===== src/rtl/dmem_arbiter.sv =====
// rtl/dmem_arbiter.sv - CPU/debug arbiter for the single-port data memory
module dmem_arbiter #(
    parameter int DEPTH        = 128,
    parameter int WAIT_CYCLES  = 1,
    parameter int STARVE_LIMIT = 4
) (
    input  logic        clk,
    input  logic        reset,
    input  logic        cpu_req,
    input  logic        cpu_we,
    input  logic [31:0] cpu_addr,
    input  logic [31:0] cpu_wdata,
    output logic [31:0] cpu_rdata,
    output logic        cpu_ack,
    output logic        cpu_err,
    output logic        cpu_stall,
    input  logic        dbg_req,
    input  logic        dbg_we,
    input  logic [31:0] dbg_addr,
    input  logic [31:0] dbg_wdata,
    output logic [31:0] dbg_rdata,
    output logic        dbg_ack,
    output logic        dbg_err,
    output logic [31:0] mem_addr,
    output logic [31:0] mem_wdata,
    output logic        mem_we,
    output logic        mem_re,
    input  logic [31:0] mem_rdata
);
    localparam logic [1:0] S_IDLE   = 2'd0;
    localparam logic [1:0] S_ACCESS = 2'd1;
    localparam logic [1:0] S_RESP   = 2'd2;

    localparam int CW = $clog2(WAIT_CYCLES + 1);
    localparam int SW = $clog2(STARVE_LIMIT + 1);

    logic [1:0]    state_q, state_d;
    logic          owner_q, owner_d;   // 0 = CPU, 1 = DBG
    logic          we_q, we_d;
    logic          err_q, err_d;
    logic [29:0]   addr_q, addr_d;     // word index
    logic [31:0]   wdata_q, wdata_d;
    logic [CW-1:0] wait_q, wait_d;
    logic [SW-1:0] starve_q, starve_d;
    logic [31:0]   cpu_rdata_q, cpu_rdata_d;
    logic [31:0]   dbg_rdata_q, dbg_rdata_d;

    logic          dbg_win;
    logic [31:0]   sel_addr;
    logic          bad_addr;

    always_comb begin
        state_d     = state_q;
        owner_d     = owner_q;
        we_d        = we_q;
        err_d       = err_q;
        addr_d      = addr_q;
        wdata_d     = wdata_q;
        wait_d      = wait_q;
        starve_d    = starve_q;
        cpu_rdata_d = cpu_rdata_q;
        dbg_rdata_d = dbg_rdata_q;

        dbg_win  = dbg_req & (~cpu_req | (starve_q == SW'(STARVE_LIMIT)));
        sel_addr = dbg_win ? dbg_addr : cpu_addr;
        bad_addr = (sel_addr[1:0] != 2'b00) || (sel_addr[31:2] >= 30'(DEPTH));

        case (state_q)
            S_IDLE: begin
                if (cpu_req | dbg_req) begin
                    owner_d = dbg_win;
                    we_d    = dbg_win ? dbg_we : cpu_we;
                    addr_d  = sel_addr[31:2];
                    wdata_d = dbg_win ? dbg_wdata : cpu_wdata;
                    err_d   = bad_addr;
                    if (dbg_win)
                        starve_d = '0;
                    else if (dbg_req && starve_q != SW'(STARVE_LIMIT))
                        starve_d = starve_q + SW'(1);
                    // Rejected accesses skip the memory entirely and report rdata=0
                    if (bad_addr) begin
                        state_d = S_RESP;
                        if (dbg_win) dbg_rdata_d = '0;
                        else         cpu_rdata_d = '0;
                    end else begin
                        state_d = S_ACCESS;
                        wait_d  = CW'(WAIT_CYCLES);
                    end
                end
            end
            S_ACCESS: begin
                wait_d = wait_q - CW'(1);
                if (wait_q == CW'(1)) begin
                    state_d = S_RESP;
                    if (!we_q) begin
                        if (owner_q) dbg_rdata_d = mem_rdata;
                        else         cpu_rdata_d = mem_rdata;
                    end
                end
            end
            S_RESP:  state_d = S_IDLE;
            default: state_d = S_IDLE;
        endcase
    end

    always_ff @(posedge clk or posedge reset) begin
        if (reset) begin
            state_q     <= S_IDLE;
            owner_q     <= 1'b0;
            we_q        <= 1'b0;
            err_q       <= 1'b0;
            addr_q      <= '0;
            wdata_q     <= '0;
            wait_q      <= '0;
            starve_q    <= '0;
            cpu_rdata_q <= '0;
            dbg_rdata_q <= '0;
        end else begin
            state_q     <= state_d;
            owner_q     <= owner_d;
            we_q        <= we_d;
            err_q       <= err_d;
            addr_q      <= addr_d;
            wdata_q     <= wdata_d;
            wait_q      <= wait_d;
            starve_q    <= starve_d;
            cpu_rdata_q <= cpu_rdata_d;
            dbg_rdata_q <= dbg_rdata_d;
        end
    end

    // Write strobe only on the final access cycle so each store gives one write edge
    assign mem_we    = (state_q == S_ACCESS) & we_q & (wait_q == CW'(1));
    assign mem_re    = (state_q == S_ACCESS) & ~we_q;
    assign mem_addr  = {2'b00, addr_q};
    assign mem_wdata = wdata_q;

    assign cpu_ack   = (state_q == S_RESP) & ~owner_q;
    assign dbg_ack   = (state_q == S_RESP) & owner_q;
    assign cpu_err   = cpu_ack & err_q;
    assign dbg_err   = dbg_ack & err_q;
    assign cpu_rdata = cpu_rdata_q;
    assign dbg_rdata = dbg_rdata_q;
    assign cpu_stall = cpu_req & ~cpu_ack;
endmodule


===== config.mk =====
export PLATFORM = sky130hd
export DESIGN_NAME = dmem_arbiter
export DESIGN_NICKNAME = d
export VERILOG_FILES = /design/src/rtl/dmem_arbiter.sv
export SDC_FILE = /design/constraint.sdc
export NUM_CORES = 1
export LEC_CHECK = 0
export CAP_MARGIN = 20
export CORE_UTILIZATION = 43
export CTS_CLUSTER_DIAMETER = 50
export DETAILED_ROUTE_END_ITERATION = 10
export PLACE_DENSITY = 0.95
export SETUP_SLACK_MARGIN = 0.3
export SLEW_MARGIN = 20
export SYNTH_ARGS = -nofsm -noshare
export SYNTH_HDL_FRONTEND = slang
export SYNTH_SLANG_ARGS = --single-unit

===== constraint.sdc =====
create_clock -name clk -period 6.8 [get_ports clk]
set_clock_uncertainty 0.05 [all_clocks]
set_input_delay 0.68 -clock clk [delete_from_list [all_inputs] [get_ports clk]]
set_output_delay 0.68 -clock clk [all_outputs]
set_load 0.005 [all_outputs]

==> metrics.cfg, run 1 <==
[power]
vdd.ir_drop.worst_v = 0.000177
leakage_nw = 4.24
power.density_nw_per_um2 = 243
total_power_mw = 2.33

[worst_setup_path]
path_class = in2reg
crit_fanout = 129
endpoint_kind = flip-flop
worstPathArrival_ps = 3550
start_kind = primary input
cp.required_ps = 7050
ff2ff_path_depth = 7

[final_layout]
final_util_pct = 72.1
fillers = 915
final_cell_mix = clkdlybuf4s50_1, dfrtp_1, nand2_1, o21ai_0, a32o_1
seq_area_um2 = 3380
drive_above_1_share_pct = 5.99
multi_input_area_um2 = 2320
num_antenna_cells = 0
syn_to_final_growth_pct = 63.5
final_area_um2 = 9590
layout_commonest_cell = clkdlybuf4s50_1
design.final.nets = 958
final_cell_count_no_fill = 978

[clocking]
cts_resized = 0
hold_buffers = 0
clock_latency_ps = 410
cts_tree = yes
path_clk_slew_ps = 60
clockRootBuffer = clkbuf_16
cts_buffers = 17
cts_setup_buffers = 0
cts.htree.levels = 4
clockBufferDepth = 2
clkSinkCount = 135

[placed_design]
dp.cells = 946
place_area_um2 = 8960
gp_congestion = 0.883
dp_hpwl_um = 13100
io_buffers = 298

[floorplan]
rows = 42
coreArea_um2 = 13300
start_util_pct = 44.1
dieWidth_um = 119
pin_count = 301
die-area_um2 = 14100
die_h_um = 119

[synth]
syn_area_um2 = 5860
synth_top_family_by_area = compound AO/OA/AOI/OAI gates
async_flop_share_pct = 100
syn_area_per_cell_um2 = 11.6
synth_edf_count = 0
muxShareOfSynthArea_pct = 10.9
synth-simple-area-share_pct = 8.68
synth_top_flop_cell = dfrtp_1
synth_compound_area_share_pct = 18.7
synth_cell_type_count = 37
synth_fa_ha_area_share_pct = 0.427
synthXorXnorAreaFrac_pct = 0.149
ys_ff_latch = 135
synth_warnings = 0
syn_inst = 507
seq_area_frac_synth_pct = 57.6

[timing]
rsz0062_at_grt = false
slew_viol_final = 0
min_period_ps = 3300
tightestPinTransition_ps = 1070
fmax_mhz = 303
min_period_over_period_pct = 48.5
hold_violations = 0
max-slew-margin-rel_pct = 28.5
setup_violations = 0
fin_tns_setup_ps = 0

[run_status]
outcome = finished, final reports clean

[grt]
grt_pass1_wl_um = 27900
grt_max_degree = 130
grt_pass1_vias = 5361
grtUsageTotal_pct = 26.0
gr-total-overflow = 0
antenna_found_initial = 0

[detailed_routing]
vias_per_cell = 5.39
ant_nets = 0
dr.pass1.iters = 4
via_count = 5269
drt_wl_total_um = 17800
drtIter0Drc = 328
routedWlPerCell_um = 18.2
drc = 0

[worst_hold_path]
min_path_cells = 2
min_path_type = reg2reg

[flow_run]
cap_viol_max_count = 0

-- routing by layer --
layer	wire length [um]	part of all wire, %	track usage (%)
met1	6580	37	28.6
met2	9540	53	46.5
met5	0	0	0
met4	516	2.9	11.5
met3	1220	6.8	7.34
-- final cells by class --
type / instances / share of cell area [%]
Sequential cell: 135 / 35.2
Clock inverter: 9 / 1.20
Clock buffer: 22 / 5.15
Timing Repair Buffer: 304 / 31.7
Tap cell: 176 / 2.30
Multi-Input combinational cell: 327 / 24.1
Inverter: 5 / 0.248
-- power breakdown --
group	switching, mW	total [mW]	internal [mW]
Sequential	0.0466	0.928	0.881
Combinational	0.196	0.466	0.270
Clock	0.343	0.933	0.589
-- state kept, by name (all words and copies together), names as in the netlist --
| name | count |
|---|---|
| owner_q | 1 |
| state_q | 2 |
| dbg_rdata | 32 |
| cpu_rdata | 32 |
| mem_wdata | 32 |
| addr_q | 30 |
| we_q | 1 |
| err_q | 1 |
| starve_q | 3 |
| wait_q | 1 |
-- worst paths after layout --
check	startpoint	endpoint	slack, ps
min	mem_wdata[31]	mem_wdata[31]	430
min reg2reg	mem_wdata[31]	mem_wdata[31]	430
max reg2reg	state_q[1]	dbg_rdata[3]	3920
min in group asynchronous	reset	mem_wdata[2]	630
max	dbg_req	dbg_rdata[3]	3500
max in group asynchronous	reset	mem_wdata[1]	4710
-- logic make-up after synthesis --
| group | count (synthesis) |
|---|---|
| buffers and inverters | 46 |
| AND/OR/NAND/NOR | 111 |
| multiplexers | 64 |
| adder cells (fa/ha/maj) | 2 |
| flip-flops | 135 |
| AO/OA/AOI/OAI | 147 |
| other | 1 |
| XOR/XNOR | 1 |
-- cells in the mapped netlist, types with 3 or more instances --
cell type | instances | area share [%]
and2_1 | 3 | 0.32
a32o_1 | 64 | 11
dfrtp_1 | 135 | 58
nand4_1 | 3 | 0.32
nor3_1 | 4 | 0.34
inv_1 | 4 | 0.26
nor4_1 | 10 | 1.1
nor2_1 | 13 | 0.83
nand2_1 | 68 | 4.4
mux2i_1 | 63 | 11
buf_2 | 15 | 1.3
o21ai_1 | 3 | 0.26
clkbuf_1 | 23 | 1.5
a21oi_1 | 3 | 0.26
buf_4 | 3 | 0.38
o21ai_0 | 67 | 5.7
-- through the flow --
stage / setup slack [ps] / hold slack, ps
2_1_floorplan: 2460 / 423
3_5_place_dp: 3060 / 419
5_1_grt: 3300 / 449
3_3_place_gp: 3010 / 411
6_report: 3500 / 426
4_1_cts: 3480 / 432
-- critical path, stage by stage --
cell             delay [ps]
clkdlybuf4s50_1         590
o21ai_4                 200
buf_4                   770
nor2_1                  130
a221o_1                 630
buf_8                   260
a32o_1                  220
Note: power is estimated with default switching activity, not from simulation.
==> inputs of run 2 (changes only) <==
Settings changed: CORE_UTILIZATION 43 to 36, PLACE_DENSITY 0.95 to 0.86.
Clock period 6.8 ns to 3 ns, I/O delays scaled along.
==> metrics.cfg, run 2 (synthesized netlist as in run 1, its figures left out) <==
[grt]
grtUsageTotal_pct = 21.9  ; was 26.0%
grt_pass1_wl_um = 27600  ; was 27900 um
antenna_found_initial = 0  ; unchanged
grt_pass1_vias = 5209  ; was 5361
grt_max_degree = 136  ; was 130
gr-total-overflow = 0  ; unchanged

[final_layout]
syn_to_final_growth_pct = 65.4  ; was 63.5%
final_area_um2 = 9700  ; was 9590 um2
final_util_pct = 61.1  ; was 72.1%
drive_above_1_share_pct = 6.68  ; was 5.99%
final_cell_count_no_fill = 1024  ; was 978
num_antenna_cells = 0  ; unchanged
layout_commonest_cell = clkdlybuf4s50_1  ; unchanged
design.final.nets = 963  ; was 958
final_cell_mix = clkdlybuf4s50_1, dfrtp_1, nand2_1, o21ai_0, a32o_1  ; unchanged

[floorplan]
dieWidth_um = 130  ; was 119 um
coreArea_um2 = 15900  ; was 13300 um2
pin_count = 301  ; unchanged
die_h_um = 130  ; was 119 um
start_util_pct = 36.9  ; was 44.1%
rows = 46  ; was 42
die-area_um2 = 16800  ; was 14100 um2

[detailed_routing]
route.met2.wl_um = 9130  ; was 9540 um
wl_met3_um = 1500  ; was 1220 um
dr.pass1.iters = 4  ; unchanged
drt_wl_total_um = 18200  ; was 17800 um
drtIter0Drc = 273  ; was 328
drc = 0  ; unchanged
routedWlPerCell_um = 17.8  ; was 18.2 um
ant_nets = 0  ; unchanged
via_count = 5205  ; was 5269
drt-met1-wl_um = 7120  ; was 6580 um
vias_per_cell = 5.08  ; was 5.39
highest_layer = met4  ; unchanged

[power]
vdd.ir_drop.worst_v = 0.000364  ; was 0.000177 V
power.internal_mw = 3.86  ; was 1.74 mW
p_sw_share_pct = 26.7  ; was 25.2%
leakage_nw = 4.27  ; was 4.24 nW
power.density_nw_per_um2 = 544  ; was 243 nW/um2
pwr-share-clk_pct = 39.6  ; was 40.1%
seq_power_share_pct = 39.9  ; about the same
p_sw_mw = 1.41  ; was 0.586 mW
comb_power_share_pct = 20.5  ; was 20.0%
total_power_mw = 5.27  ; was 2.33 mW

[timing]
slew_viol_final = 0  ; unchanged
fmax_mhz = 389
fin_tns_setup_ps = 0  ; unchanged
max-slew-margin-rel_pct = 38.5  ; was 28.5%
rsz0062_at_grt = false  ; unchanged
hold_violations = 0  ; unchanged
hold_slack_ps = 414  ; was 426 ps
setup_violations = 0  ; unchanged
fin_ws_ps = 430  ; was 3500 ps
min_period_over_period_pct = 85.7
min_period_ps = 2570
tightestPinTransition_ps = 919  ; was 1070 ps

[worst_setup_path]
cp_cell_sequence = nor3b_1 -> and2_1 -> clkdlybuf4s50_1  ; was clkdlybuf4s50_1 -> o21ai_4 -> buf_4 -> nor2_1 -> a221o_1 -> buf_8 -> a32o_1
crit_buf_inv = 1  ; was 3
critPathSlowestCell = dfrtp_1  ; was buf_4
max_stage_delay_ps = 570  ; was 770 ps
path_class = reg2out  ; was in2reg
crit_fanout = 15  ; was 129
worstPathArrival_ps = 2220  ; was 3550 ps
endpoint_kind = output pin  ; was flip-flop
cp.required_ps = 2650  ; was 7050 ps
start_kind = flip-flop  ; was primary input
crit_family = simple AND/OR/NAND/NOR gates  ; was buffers and inverters

[placed_design]
io_buffers = 298  ; unchanged
place_area_um2 = 9100  ; was 8960 um2
pre_cts_ws_ps = 377  ; was 3060 ps
gp_congestion = 0.831  ; was 0.883
dp.cells = 992  ; was 946
dp_hpwl_um = 13600  ; was 13100 um

[flow_run]
cap_viol_max_count = 0  ; unchanged

[clocking]
clock_latency_ps = 420  ; was 410 ps
path_clk_slew_ps = 60  ; about the same
clockRootBuffer = clkbuf_16  ; unchanged
cts.htree.levels = 4  ; unchanged
cts_tree = yes  ; unchanged
cts_buffers = 17  ; unchanged
clockBufferDepth = 2  ; unchanged
hold_buffers = 0  ; unchanged
clkSinkCount = 135  ; unchanged

[worst_hold_path]
min_path_type = in2async  ; was reg2reg

[run_status]
outcome = finished, final reports clean  ; unchanged

[run 2: changes by cell type in the layout (fill, tap and decap cells not counted), sizes merged]
cell      change
buf           +5
clkbuf        -5
inv           +4
clkinvlp      +2
[run 2: power groups by stage]
stage                     Combinational, mW  Clock [mW]  Sequential (mW)
after floorplan                       0.350           0             2.14
after global placement                 1.07           0             2.13
after detailed placement               1.09           0             2.13
after CTS                              1.09        2.13             2.10
after global routing                   1.17        2.21             2.13
final                                  1.08        2.09             2.10
[run 2: worst paths after layout]
kind	endpoint	slack (ps)	cells past startpoint	startpoint
min in group clk	mem_wdata[18]	430	2	mem_wdata[18]
max	cpu_err	430	3	state_q[0]
min reg2reg	mem_wdata[18]	430	2	mem_wdata[18]
max in group asynchronous	mem_wdata[1]	1980	3	reset
max reg2reg	dbg_rdata[15]	690	6	state_q[0]
min	dbg_rdata[4]	410	3	reset
[run 2: layer usage]
| metal | vias up | global-route usage, % |
|---|---|---|
| li1 | 2476 | - |
| met1 | 2486 | 25.2 |
| met2 | 217 | 37.1 |
| met3 | 26 | 7.06 |
| met4 | 0 | 9.78 |
| met5 | - | 0 |
[run 2: layout make-up]
class                   instances  area [um2]
fillers                      1295        6190
flip-flops and latches        135        3380
repair buffers                309        3130
multi-input cells             327        2310
clock buffers                  17         425
well taps                     216         270
clock inverters                15         165
inverters                       5        22.5
[run 2: repair_timing]
item / CTS / global route
setup endpoints to repair: 0 / 13
gates resized for setup: 0 / 1
setup buffers: 0 / 0
[run 2: worst min-delay path, stage by stage]
cell and delay, ps:
clkdlybuf4s50_1 440, clkinvlp_4 100, buf_12 530
==> inputs of run 3 (changes only) <==
--- a/config.mk
+++ b/config.mk
@@ -11,3 +11,3 @@
 export DETAILED_ROUTE_END_ITERATION = 10
-export PLACE_DENSITY = 0.86
+export PLACE_DENSITY = 0.77
 export SETUP_SLACK_MARGIN = 0.3
==> constraint.sdc (replaced) <==
create_clock -name clk -period 3 [get_ports clk]
set_clock_uncertainty 0.05 [all_clocks]
set_input_delay 0.6 -clock clk [delete_from_list [all_inputs] [get_ports clk]]
set_output_delay 0.6 -clock clk [all_outputs]
set_load 0.005 [all_outputs]
==> metrics.cfg, run 3 (synthesized netlist as in run 1, its figures left out) <==
[floorplan]
pin_count = 301  ; unchanged
coreArea_um2 = 15900  ; unchanged
rows = 46  ; unchanged
die_h_um = 130  ; unchanged
start_util_pct = 36.9  ; unchanged
die-area_um2 = 16800  ; unchanged
dieWidth_um = 130  ; unchanged

[timing]
min_period_ps = 2570  ; about the same
tightestPinTransition_ps = 970  ; was 919 ps
min_period_over_period_pct = 85.5  ; was 85.7%
hold_violations = 0  ; unchanged
fin_tns_setup_ps = 0  ; unchanged
setup_violations = 0  ; unchanged
max-slew-margin-rel_pct = 35.1  ; was 38.5%
slew_viol_final = 0  ; unchanged
rsz0062_at_grt = false  ; unchanged
fmax_mhz = 390  ; was 389 MHz

[final_layout]
fillers = 1244  ; was 1295
syn_to_final_growth_pct = 65.3  ; was 65.4%
final_cell_mix = clkdlybuf4s50_1, dfrtp_1, nand2_1, o21ai_0, a32o_1  ; unchanged
layout_commonest_cell = clkdlybuf4s50_1  ; unchanged
final_area_um2 = 9690  ; was 9700 um2
drive_above_1_share_pct = 6.79  ; was 6.68%
num_antenna_cells = 0  ; unchanged
final_cell_count_no_fill = 1026  ; was 1024
design.final.nets = 965  ; was 963
final_util_pct = 61.0  ; was 61.1%

[power]
vdd.ir_drop.worst_v = 0.000366  ; was 0.000364 V
power.density_nw_per_um2 = 538  ; was 544 nW/um2
leakage_nw = 4.28  ; was 4.27 nW

[detailed_routing]
highest_layer = met4  ; unchanged
routedWlPerCell_um = 17.7  ; was 17.8 um
drc = 0  ; unchanged
via_count = 5298  ; was 5205
drt-met1-wl_um = 7050  ; was 7120 um
ant_nets = 0  ; unchanged
vias_per_cell = 5.16  ; was 5.08
dr.pass1.iters = 4  ; unchanged
wl_met3_um = 1560  ; was 1500 um
route.met2.wl_um = 9270  ; was 9130 um
drt_wl_total_um = 18100  ; was 18200 um
drtIter0Drc = 187  ; was 273

[worst_setup_path]
max_stage_delay_ps = 510  ; was 570 ps
cp_cell_sequence = nor3b_2 -> and2_1 -> clkdlybuf4s50_1  ; was nor3b_1 -> and2_1 -> clkdlybuf4s50_1
crit_fanout = 6  ; was 15
r2r-start = state_q[0]  ; unchanged
endpoint_kind = output pin  ; unchanged
critPathSlowestCell = clkdlybuf4s50_1  ; was dfrtp_1
r2r_setup_slack_ps = 520  ; was 690 ps
ff2ff_path_depth = 5  ; was 6
path_class = reg2out  ; unchanged
startpoint = state_q[0]  ; unchanged
crit_buf_inv = 1  ; unchanged
worstPathArrival_ps = 1920  ; was 2220 ps
cp.required_ps = 2350  ; was 2650 ps
start_kind = flip-flop  ; unchanged
r2r-end = dbg_rdata[25]  ; was dbg_rdata[15]
crit_family = simple AND/OR/NAND/NOR gates  ; unchanged

[clocking]
clockBufferDepth = 2  ; unchanged
cts_setup_buffers = 0  ; unchanged
clockRootBuffer = clkbuf_16  ; unchanged
clkSinkCount = 135  ; unchanged
path_clk_slew_ps = 60  ; about the same
cts_buffers = 17  ; unchanged
hold_buffers = 0  ; unchanged
cts.htree.levels = 4  ; unchanged
clock_latency_ps = 410  ; was 420 ps
cts_tree = yes  ; unchanged

[placed_design]
place_area_um2 = 9110  ; was 9100 um2
dp_hpwl_um = 13500  ; was 13600 um
gp_congestion = 0.806  ; was 0.831
dp.cells = 994  ; was 992
io_buffers = 298  ; unchanged

[grt]
antenna_found_initial = 0  ; unchanged
grt_pass1_wl_um = 27800  ; was 27600 um
grtUsageTotal_pct = 21.8  ; was 21.9%
grt_max_degree = 136  ; unchanged
gr-total-overflow = 0  ; unchanged
grt_pass1_vias = 5380  ; was 5209

[worst_hold_path]
min_path_cells = 2
min_to = mem_wdata[26]
min_path_type = reg2reg  ; was in2async
min-delay-start = mem_wdata[26]

[flow_run]
cap_viol_max_count = 0  ; unchanged

[run_status]
outcome = finished, final reports clean  ; unchanged

run 3: layout make-up:
cell class | instances | area (um2) | area share [%]
clock buffer | 18 | 429 | 4.43
clock inverter | 14 | 150 | 1.55
inverter | 5 | 22.5 | 0.232
multi-input combinational | 327 | 2310 | 23.8
sequential | 135 | 3380 | 34.8
tap | 216 | 270 | 2.79
timing repair buffer | 311 | 3130 | 32.3
run 3: how the worst max path moves through the flow:
stage,end,slack [ps],cells past startpoint
final,cpu_err,430,3
after detailed placement,dbg_rdata[25],180,5
after global routing,cpu_err,320,3
after global placement,cpu_rdata[14],260,8
after CTS,cpu_stall,380,3
after floorplan,addr_q[0],670,1
run 3: power by group:
part,switching [mW],internal [mW],total [mW]
clock,0.808,1.23,2.04
combinational,0.446,0.627,1.07
sequential,0.109,2.00,2.11
total,1.36,3.85,5.21
run 3: metrics by stage:
step	setup WS, ps	power, mW	hold WS (ps)
global placement	256	3.19	414
finish	434	5.21	428
CTS	379	5.28	434
floorplan	671	2.49	423
global route	322	5.46	450
detailed placement	176	3.22	421
run 3: routing by layer:
metal / up-vias / track usage, %
li1: 2476 / -
met1: 2564 / 25.2
met2: 238 / 37.7
met3: 20 / 6.90
met4: 0 / 7.93
met5: - / 0
run 3: worst min-delay path, delay by kind of cell (launching register included):
| family | cells | cell delay (ps) |
|---|---|---|
| compound gates | 1 | 60 |
| flops | 1 | 340 |
| simple gates | 1 | 50 |
run 3: timing repair:
action	in CTS	in global routing
gates resized for setup	1	1
setup endpoints to repair	1	1
cloned	0	0
